### src/rtl/irrigation_sequencer_pkg.sv
// irrigacao_pkg: shared state codes, BCD digit width and constant BCD conversion
package irrigacao_pkg;
    localparam int DW = 4;

    typedef enum logic [2:0] {
        ENCHENDO    = 3'b000,
        CHEIO       = 3'b001,
        GOTEJAMENTO = 3'b010,
        ASPERSAO    = 3'b011,
        LIMPEZA     = 3'b100,
        ERRO        = 3'b101
    } estado_t;

    // elaboration-time only: turns a 0..99 parameter into {tens, units}
    function automatic logic [2*DW-1:0] to_bcd(input int v);
        return {DW'(v / 10), DW'(v % 10)};
    endfunction
endpackage

### src/rtl/irrigation_sequencer_contador.sv
// contador_bcd_regressivo: 2-digit BCD down counter with load, tick enable and count==1 flag
// Ports: clk, reset (async active-low), load, tick, ld_dez/ld_uni (load value),
//        dez/uni (current digits), um (count is 1)
module contador_bcd_regressivo
    import irrigacao_pkg::*;
#(
    parameter logic [2*DW-1:0] INIT = '0
) (
    input  logic          clk,
    input  logic          reset,
    input  logic          load,
    input  logic          tick,
    input  logic [DW-1:0] ld_dez,
    input  logic [DW-1:0] ld_uni,
    output logic [DW-1:0] dez,
    output logic [DW-1:0] uni,
    output logic          um
);
    assign um = {dez, uni} == 8'h01;

    // load beats tick; holding at 1 (and at 0 for untimed states) means it never wraps
    always_ff @(posedge clk or negedge reset) begin
        if (!reset) begin
            {dez, uni} <= INIT;
        end else if (load) begin
            dez <= ld_dez;
            uni <= ld_uni;
        end else if (tick && !um && {dez, uni} != '0) begin
            if (uni == '0) begin
                uni <= DW'(9);
                dez <= dez - DW'(1);
            end else begin
                uni <= uni - DW'(1);
            end
        end
    end
endmodule

### src/rtl/irrigation_sequencer.sv
// irrigation_sequencer: timed fill / irrigate / clean cycle controller with BCD countdown
// Ports: clk, reset (async active-low), tick (1 Hz enable), cheio/vazio (level),
//        erro_nivel (sensor fault), req_got/req_asp (demands), agro (dosing request),
//        clr_erro (error ack); outputs state code, ve/vs/bs/agro_out/alarme, dez/uni countdown
module irrigation_sequencer
    import irrigacao_pkg::*;
#(
    parameter int T_FILL_MAX = 60,
    parameter int T_DRIP     = 30,
    parameter int T_SPRAY    = 20,
    parameter int T_AGRO     = 5,
    parameter int T_CLEAN    = 10
) (
    input  logic          clk,
    input  logic          reset,
    input  logic          tick,
    input  logic          cheio,
    input  logic          vazio,
    input  logic          erro_nivel,
    input  logic          req_got,
    input  logic          req_asp,
    input  logic          agro,
    input  logic          clr_erro,
    output logic [2:0]    state,
    output logic          ve,
    output logic          vs,
    output logic          bs,
    output logic          agro_out,
    output logic          alarme,
    output logic [DW-1:0] dez,
    output logic [DW-1:0] uni
);
    localparam logic [2*DW-1:0] B_FILL  = to_bcd(T_FILL_MAX);
    localparam logic [2*DW-1:0] B_DRIP  = to_bcd(T_DRIP);
    localparam logic [2*DW-1:0] B_SPRAY = to_bcd(T_SPRAY);
    localparam logic [2*DW-1:0] B_CLEAN = to_bcd(T_CLEAN);
    localparam logic [2*DW-1:0] B_AGRO  = to_bcd(T_SPRAY - T_AGRO);

    estado_t         st, nxt;
    logic [2*DW-1:0] ld_val;
    logic [DW-1:0]   cd, cu;
    logic            um, agro_q, fim, timed;

    assign fim = tick && um;

    always_ff @(posedge clk or negedge reset) begin
        if (!reset) begin
            st     <= ENCHENDO;
            agro_q <= 1'b0;
        end else begin
            st     <= nxt;
            agro_q <= agro;
        end
    end

    always_comb begin
        nxt = st;
        case (st)
            ENCHENDO:    nxt = erro_nivel ? ERRO : cheio ? CHEIO : fim ? ERRO : ENCHENDO;
            CHEIO:       nxt = erro_nivel ? ERRO : vazio ? ENCHENDO : req_asp ? ASPERSAO :
                               req_got ? GOTEJAMENTO : CHEIO;
            GOTEJAMENTO,
            ASPERSAO:    nxt = erro_nivel ? ERRO : (vazio || fim) ? LIMPEZA : st;
            LIMPEZA:     nxt = erro_nivel ? ERRO : fim ? ENCHENDO : LIMPEZA;
            ERRO:        nxt = (clr_erro && !erro_nivel) ? ENCHENDO : ERRO;
            default:     nxt = ERRO;
        endcase
    end

    // every state change reloads the counter with the duration of the state being entered
    always_comb begin
        ld_val = nxt == ENCHENDO    ? B_FILL  :
                 nxt == GOTEJAMENTO ? B_DRIP  :
                 nxt == ASPERSAO    ? B_SPRAY :
                 nxt == LIMPEZA     ? B_CLEAN : '0;
    end

    contador_bcd_regressivo #(.INIT(B_FILL)) u_cnt (
        .clk    (clk),
        .reset  (reset),
        .load   (nxt != st),
        .tick   (tick),
        .ld_dez (ld_val[2*DW-1:DW]),
        .ld_uni (ld_val[DW-1:0]),
        .dez    (cd),
        .uni    (cu),
        .um     (um)
    );

    assign timed    = st == ENCHENDO || st == GOTEJAMENTO || st == ASPERSAO || st == LIMPEZA;
    assign state    = st;
    assign ve       = st == ENCHENDO;
    assign vs       = st == GOTEJAMENTO || st == LIMPEZA;
    assign bs       = st == ASPERSAO;
    assign alarme   = st == ERRO;
    // BCD digits order the same as binary, so the dosing window is a plain packed compare
    assign agro_out = st == ASPERSAO && agro_q && {cd, cu} > B_AGRO;
    assign dez      = timed ? cd : '0;
    assign uni      = timed ? cu : '0;
endmodule
### config.mk
export PLATFORM = sky130hd
export DESIGN_NAME = irrigation_sequencer
export DESIGN_NICKNAME = d
export VERILOG_FILES = /design/src/rtl/irrigation_sequencer_pkg.sv /design/src/rtl/irrigation_sequencer_contador.sv /design/src/rtl/irrigation_sequencer.sv
export SDC_FILE = /design/constraint.sdc
export NUM_CORES = 1
export LEC_CHECK = 0
export ABC_AREA = 1
export CORE_MARGIN = 2
export CORE_UTILIZATION = 62
export DETAILED_ROUTE_END_ITERATION = 6
export DONT_BUFFER_PORTS = 1
export HOLD_SLACK_MARGIN = 0.02
export PLACE_DENSITY_LB_ADDON = 0.12
export SYNTH_ARGS = -nofsm -noshare
export SYNTH_HDL_FRONTEND = slang
export SYNTH_HIERARCHICAL = 1
export SYNTH_SLANG_ARGS = --single-unit
### constraint.sdc
create_clock -name clk -period 2.9 [get_ports clk]
set_input_delay 0.725 -clock clk [delete_from_list [all_inputs] [get_ports clk]]
set_output_delay 0.725 -clock clk [all_outputs]
set_load 0.05 [all_outputs]
==> results of run 1 <==
-- layer usage --
metal  GRT usage (%)  up-vias  routed length [µm]
met5               0        -                   0
met4            8.57        0                  38
met3            9.92        6                 175
met2            47.5       45                1270
met1            31.5      523                1060
li1                -      603                   -
-- final cells by class --
type / count / area, µm²
Sequential cell: 12 / 303
Fill cell: 139 / 417
Tap cell: 17 / 21.3
Multi-Input combinational cell: 142 / 674
Timing Repair Buffer: 15 / 125
Inverter: 30 / 113
Clock buffer: 4 / 36.3
-- flip-flops by register name, indices dropped and copies added, names as in the netlist --
| name | cells |
|---|---|
| agro_q | 1 |
| u_cnt/dez | 4 |
| state | 3 |
| u_cnt/uni | 4 |
-- stage by stage --
step / hold slack, ns / utilization (%)
2_1_floorplan: 0.429 / -
3_3_place_gp: 0.430 / 73.2
3_5_place_dp: 0.430 / 73.2
4_1_cts: 0.122 / 75.3
5_1_grt: 0.113 / 75.3
6_report: 0.129 / 75.3
-- worst paths after layout --
kind / slack, ns / endpoint / startpoint / cells past startpoint
max: 0.34 / u_cnt/dez[3] / u_cnt/dez[0] / 17
min: 0.13 / u_cnt/uni[3] / reset / 0
max reg2reg: 0.34 / u_cnt/dez[3] / u_cnt/dez[0] / 17
min reg2reg: 0.50 / u_cnt/dez[1] / u_cnt/dez[1] / 2
max in group asynchronous: 2.59 / u_cnt/dez[2] / reset / 0
min in group clk: 0.48 / agro_q / agro / 0
-- cell usage in the layout (no fill, tap or decap), types with 2 or more instances in the layout --
master	Yosys	routed
dfstp_2	2	2
nand3_2	2	2
nor2_2	3	3
nand3_1	17	17
inv_1	26	26
inv_2	4	4
nor2_1	22	22
clkbuf_4	0	3
dfrtp_1	10	10
a21oi_2	2	2
o21ai_0	7	7
buf_4	0	14
a21oi_1	3	3
conb_1	1	5
nor3_1	5	5
ha_1	2	2
nand2_1	60	60
nand2_2	6	6
-- kinds of logic (layout without fill, tap and decap cells) --
| kind of cell | after synthesis | after routing |
|---|---|---|
| DFF | 12 | 12 |
| other | 1 | 5 |
| adders and majority gates | 2 | 2 |
| and+or+nand+nor | 117 | 117 |
| buffers and inverters | 33 | 49 |
| AOI/OAI and AO/OA | 18 | 18 |
==> flow_summary.json, run 1 <==
{
  "synth_seq_area_share_pct": 27.7,
  "yosys.area_share.simple_pct": 46.7,
  "clock-sinks": 12,
  "slew_headroom_pct": 61.0,
  "clockRootBuffer": "clkbuf_4",
  "synth_area_mm2": 0.00109,
  "worst-setup-path-type": "flip-flop to flip-flop",
  "crit_chain": "inv_1, ha_1, nand2_2, nor3_1, nand2_1, nand2_1, nor2_2, a21oi_2, nand2_2, nand2_1, nand2_1, nand3_2, inv_1, nand2_2, nand2_1, nand2_1, nand2_1",
  "area_growth_pct": 16.2,
  "slowest_stage": "dfrtp_1",
  "cp.required_ns": 3.06,
  "rows": 15,
  "drt-vias-per-instance": 5.35,
  "final-hold-violation-count": 0,
  "clk_latency_ns": 0.28,
  "grt_setup_unrepaired": "no",
  "ys_types": 26,
  "hp-class": "input pin to async pin",
  "worst_setup_path_end_kind": "flip-flop",
  "cap_violations": 0,
  "drt-total-wl_mm": 2.54,
  "syn_avg_cell_area_um2": 5.98,
  "worstPathMaxFanout": 11,
  "cts_resized": 0,
  "fin_ws_ns": 0.341,
  "clk_path_buf_depth": 2,
  "async_flop_share_pct": 100,
  "yosysMostFrequentCell": "nand2_1",
  "io_buffers": 0,
  "synth_mux_area_share_pct": 0,
  "synth.top_cell.area_share_pct": 22.9,
  "yosysTopAreaCell": "dfrtp_1",
  "num_antenna_cells": 0,
  "max_stage_delay_ns": 0.42,
  "coreArea_mm2": 0.00169,
  "final_layout_size_suffix_gt1_share_pct": 20.2,
  "ys_top_cells_by_area": "dfrtp_1 23%, nand2_1 21%, inv_1 8.9%, nand3_1 7.8%, nor2_1 7.5%",
  "hpwl_mm": 1.98,
  "synth_top_family_by_area": "simple AND/OR/NAND/NOR gates",
  "post-cts-setup-buffers": 0,
  "die_area_mm2": 0.00212,
  "synthAdderAreaFrac_pct": 2.29,
  "dr.pass1.iters": 5,
  "cts_tree": "built",
  "path_buf_inv": 2,
  "clk_pin_slew_ns": 0.08,
  "slew_violations": 0,
  "timing.critical_path.mode_cell": "nand2_1",
  "period_share_pct": 88.2,
  "worst_pin_slew_ns": 0.583,
  "cp_top_family": "simple AND/OR/NAND/NOR gates",
  "synth_ff_type": "dfrtp_1",
  "cts_hold_buf": 0,
  "final_antenna_net_count": 0,
  "cts_buffers": 3,
  "pre_cts_ws_ns": 0.407,
  "initial_core_util_pct": 64.8,
  "arrival_ns": 2.72,
  "tns_ns": 0,
  "worstSetupStartpointType": "flip-flop",
  "status": "finished, final reports clean",
  "ys_warn_count": 6,
  "synthXorXnorAreaFrac_pct": 0,
  "grt_pass1_wl_mm": 4.15,
  "dp_cells": 216,
  "synth_compound_area_share_pct": 10.2,
  "ys_ff_latch": 12,
  "grt_overflow": 0,
  "synth_common_cells": "60 x nand2_1, 26 x inv_1, 22 x nor2_1, 17 x nand3_1, 10 x dfrtp_1",
  "grtUsageTotal_pct": 27.6,
  "grt_max_degree": 13,
  "layoutNonFillerInstCount": 220,
  "antenna_found_initial": 0,
  "fin_crit_ns": 2.56,
  "setup_violations": 0,
  "fin_skew_ns": 0.0114,
  "die_height_um": 46.0,
  "htreeDepth": 1,
  "die_x_um": 46.0,
  "postSynthCellCount": 183,
  "gp_congestion": 0.930,
  "route.vias.total": 1177,
  "placed_area_mm2": 0.00124,
  "design_area_mm2": 0.00127,
  "drt_iter0_markers": 39,
  "wl_per_cell_um": 11.5,
  "boundaryPins": 26,
  "grt_pass1_vias": 1060,
  "synth_edf_count": 0,
  "fin_nets": 216,
  "drc": 0,
  "max_freq_mhz": 391
}
Power of run 1 is left out: the tool's default activity adds up to more than one toggle a clock period on the data nets, which glitch-free logic cannot reach.
==> inputs of run 2 (changes only) <==
Settings changed: CORE_MARGIN 2 to 1, PLACE_DENSITY from default to 0.88, PLACE_DENSITY_LB_ADDON 0.12 to default, RECOVER_POWER from default to 25.
==> run 2 against run 1 <==
The run now ends with design-rule violations left. Die area fell by 8.5%. Sequential share of layout area barely moved. Register-to-register slack barely moved. Utilization rose by 5.3 points. Sequential cell count did not move. Setup slack improved by 0.0096 ns. Critical path depth fell by 2. Global-route usage rose by 6.1 points. First-iteration DRC count rose by 74%.
==> flow_summary.json, run 2 (synthesis results as in run 1) <==
{
  "status": "complete, but fails checks",
  "violations": "design-rule violations",
  "slew_violations": 0,
  "cp-startpoint": "u_cnt/dez[1]",
  "grt_setup_unrepaired": "no",
  "worst_setup_path_end_kind": "flip-flop",
  "area_growth_pct": 16.1,
  "clk_path_buf_depth": 2,
  "grt_overflow": 0,
  "post-cts-setup-buffers": 0,
  "clk_latency_ns": 0.28,
  "drt-total-wl_mm": 2.82,
  "regToRegEndpoint": "u_cnt/dez[0]",
  "htreeDepth": 1,
  "rrSetupSlack_ns": 0.35,
  "cap_violations": 0,
  "cts_resized": 0,
  "worstSetupStartpointType": "flip-flop",
  "path_buf_inv": 2,
  "worst-setup-path-type": "flip-flop to flip-flop",
  "clock-sinks": 12,
  "initial_core_util_pct": 69.4,
  "fin_skew_ns": 0.0114,
  "timing.critical_path.mode_cell": "nand2_1",
  "arrival_ns": 2.76,
  "grt_max_degree": 13,
  "max_stage_delay_ns": 0.56,
  "dr.pass1.iters": 6,
  "slowest_stage": "dfstp_2",
  "cp.required_ns": 3.11,
  "max_freq_mhz": 392,
  "final_cell_mix": "60 x nand2_1, 26 x inv_1, 22 x nor2_1, 17 x nand3_1, 14 x buf_4",
  "drt-vias-per-instance": 5.64,
  "antenna_found_initial": 0,
  "io_buffers": 0,
  "clk_pin_slew_ns": 0.09,
  "cts_buffers": 3,
  "worstPathMaxFanout": 11,
  "layoutNonFillerInstCount": 219,
  "final_antenna_net_count": 0,
  "crit_chain": "inv_1, ha_1, nand2_2, nor3_1, nand2_1, nand2_1, nor2_1, nand3_1, a21boi_0, nand3_2, inv_1, nand2_2, nand2_1, nand2_1, nand2_1",
  "drt_iter0_markers": 68,
  "fin_crit_ns": 2.55,
  "clockRootBuffer": "clkbuf_4",
  "hpwl_mm": 2.14,
  "boundaryPins": 26,
  "cp_top_family": "simple AND/OR/NAND/NOR gates",
  "period_share_pct": 87.9,
  "final_layout_size_suffix_gt1_share_pct": 20.2,
  "wl_per_cell_um": 12.9,
  "num_antenna_cells": 0,
  "route.vias.total": 1236,
  "fin_nets": 216,
  "worst_pin_slew_ns": 0.556,
  "cts_tree": "built",
  "grt_pass1_vias": 1087,
  "die_x_um": 44.0,
  "final_common_cell": "nand2_1",
  "worst-path-stages": 15,
  "grtUsageTotal_pct": 33.7,
  "cts_hold_buf": 0,
  "r2r-start": "u_cnt/dez[1]",
  "reg2reg_depth": 15,
  "slew_headroom_pct": 62.8,
  "die_area_mm2": 0.00194,
  "die_height_um": 44.0,
  "setup_violations": 0,
  "dp_cells": 215,
  "tns_ns": 0,
  "gp_congestion": 0.975,
  "final-hold-violation-count": 0,
  "coreArea_mm2": 0.00158,
  "hp-class": "input pin to async pin",
  "cp-endpoint": "u_cnt/dez[0]",
  "grt_pass1_wl_mm": 4.73,
  "drc": 2,
  "rows": 14
}
run 2: layout make-up:
type,count,area (µm²)
inverters,30,113
repair buffers,15,125
well taps,16,20.0
clock buffers,4,36.3
flip-flops and latches,12,303
fillers,108,305
multi-input cells,142,674
run 2: how the worst min path moves through the flow:
stage | from | endpoint | slack, ns | cells past startpoint
floorplan | reset | agro_q | 0.43 | 0
CTS | reset | state[2] | 0.12 | 0
finish | reset | state[0] | 0.12 | 0
global route | reset | state[0] | 0.11 | 0
global placement | reset | state[2] | 0.43 | 0
detailed placement | reset | state[2] | 0.43 | 0
run 2: per-layer routing:
layer / up-vias / wire, µm / track usage (%)
met5: - / 0 / 0
met4: 0 / 58 / 15.8
met3: 12 / 301 / 9.39
met2: 73 / 1360 / 53.8
met1: 548 / 1100 / 42.4
li1: 603 / - / -
run 2: stage by stage:
stage          hold slack (ns)  worst slack (ns)  utilization (%)  instance area, µm²
5_1_grt                  0.106            0.0612             80.6                1270
6_report                 0.123             0.351             80.6                1270
3_3_place_gp             0.430             0.557             78.3                1230
4_1_cts                  0.124             0.387             80.6                1270
3_5_place_dp             0.430             0.418             78.3                1230
2_1_floorplan            0.429             0.101                -                1120
run 2: worst reg2reg max path, stage by stage, from the launching register on:
cell and delay [ns]:
dfstp_2 0.56, inv_1 0.06, ha_1 0.18, nand2_2 0.08, nor3_1 0.07, nand2_1 0.11
nand2_1 0.10, nor2_1 0.10, nand3_1 0.12, a21boi_0 0.29, nand3_2 0.12, inv_1 0.21
nand2_2 0.19, nand2_1 0.16, nand2_1 0.06, nand2_1 0.06
Power of run 2 is left out for the same reason.
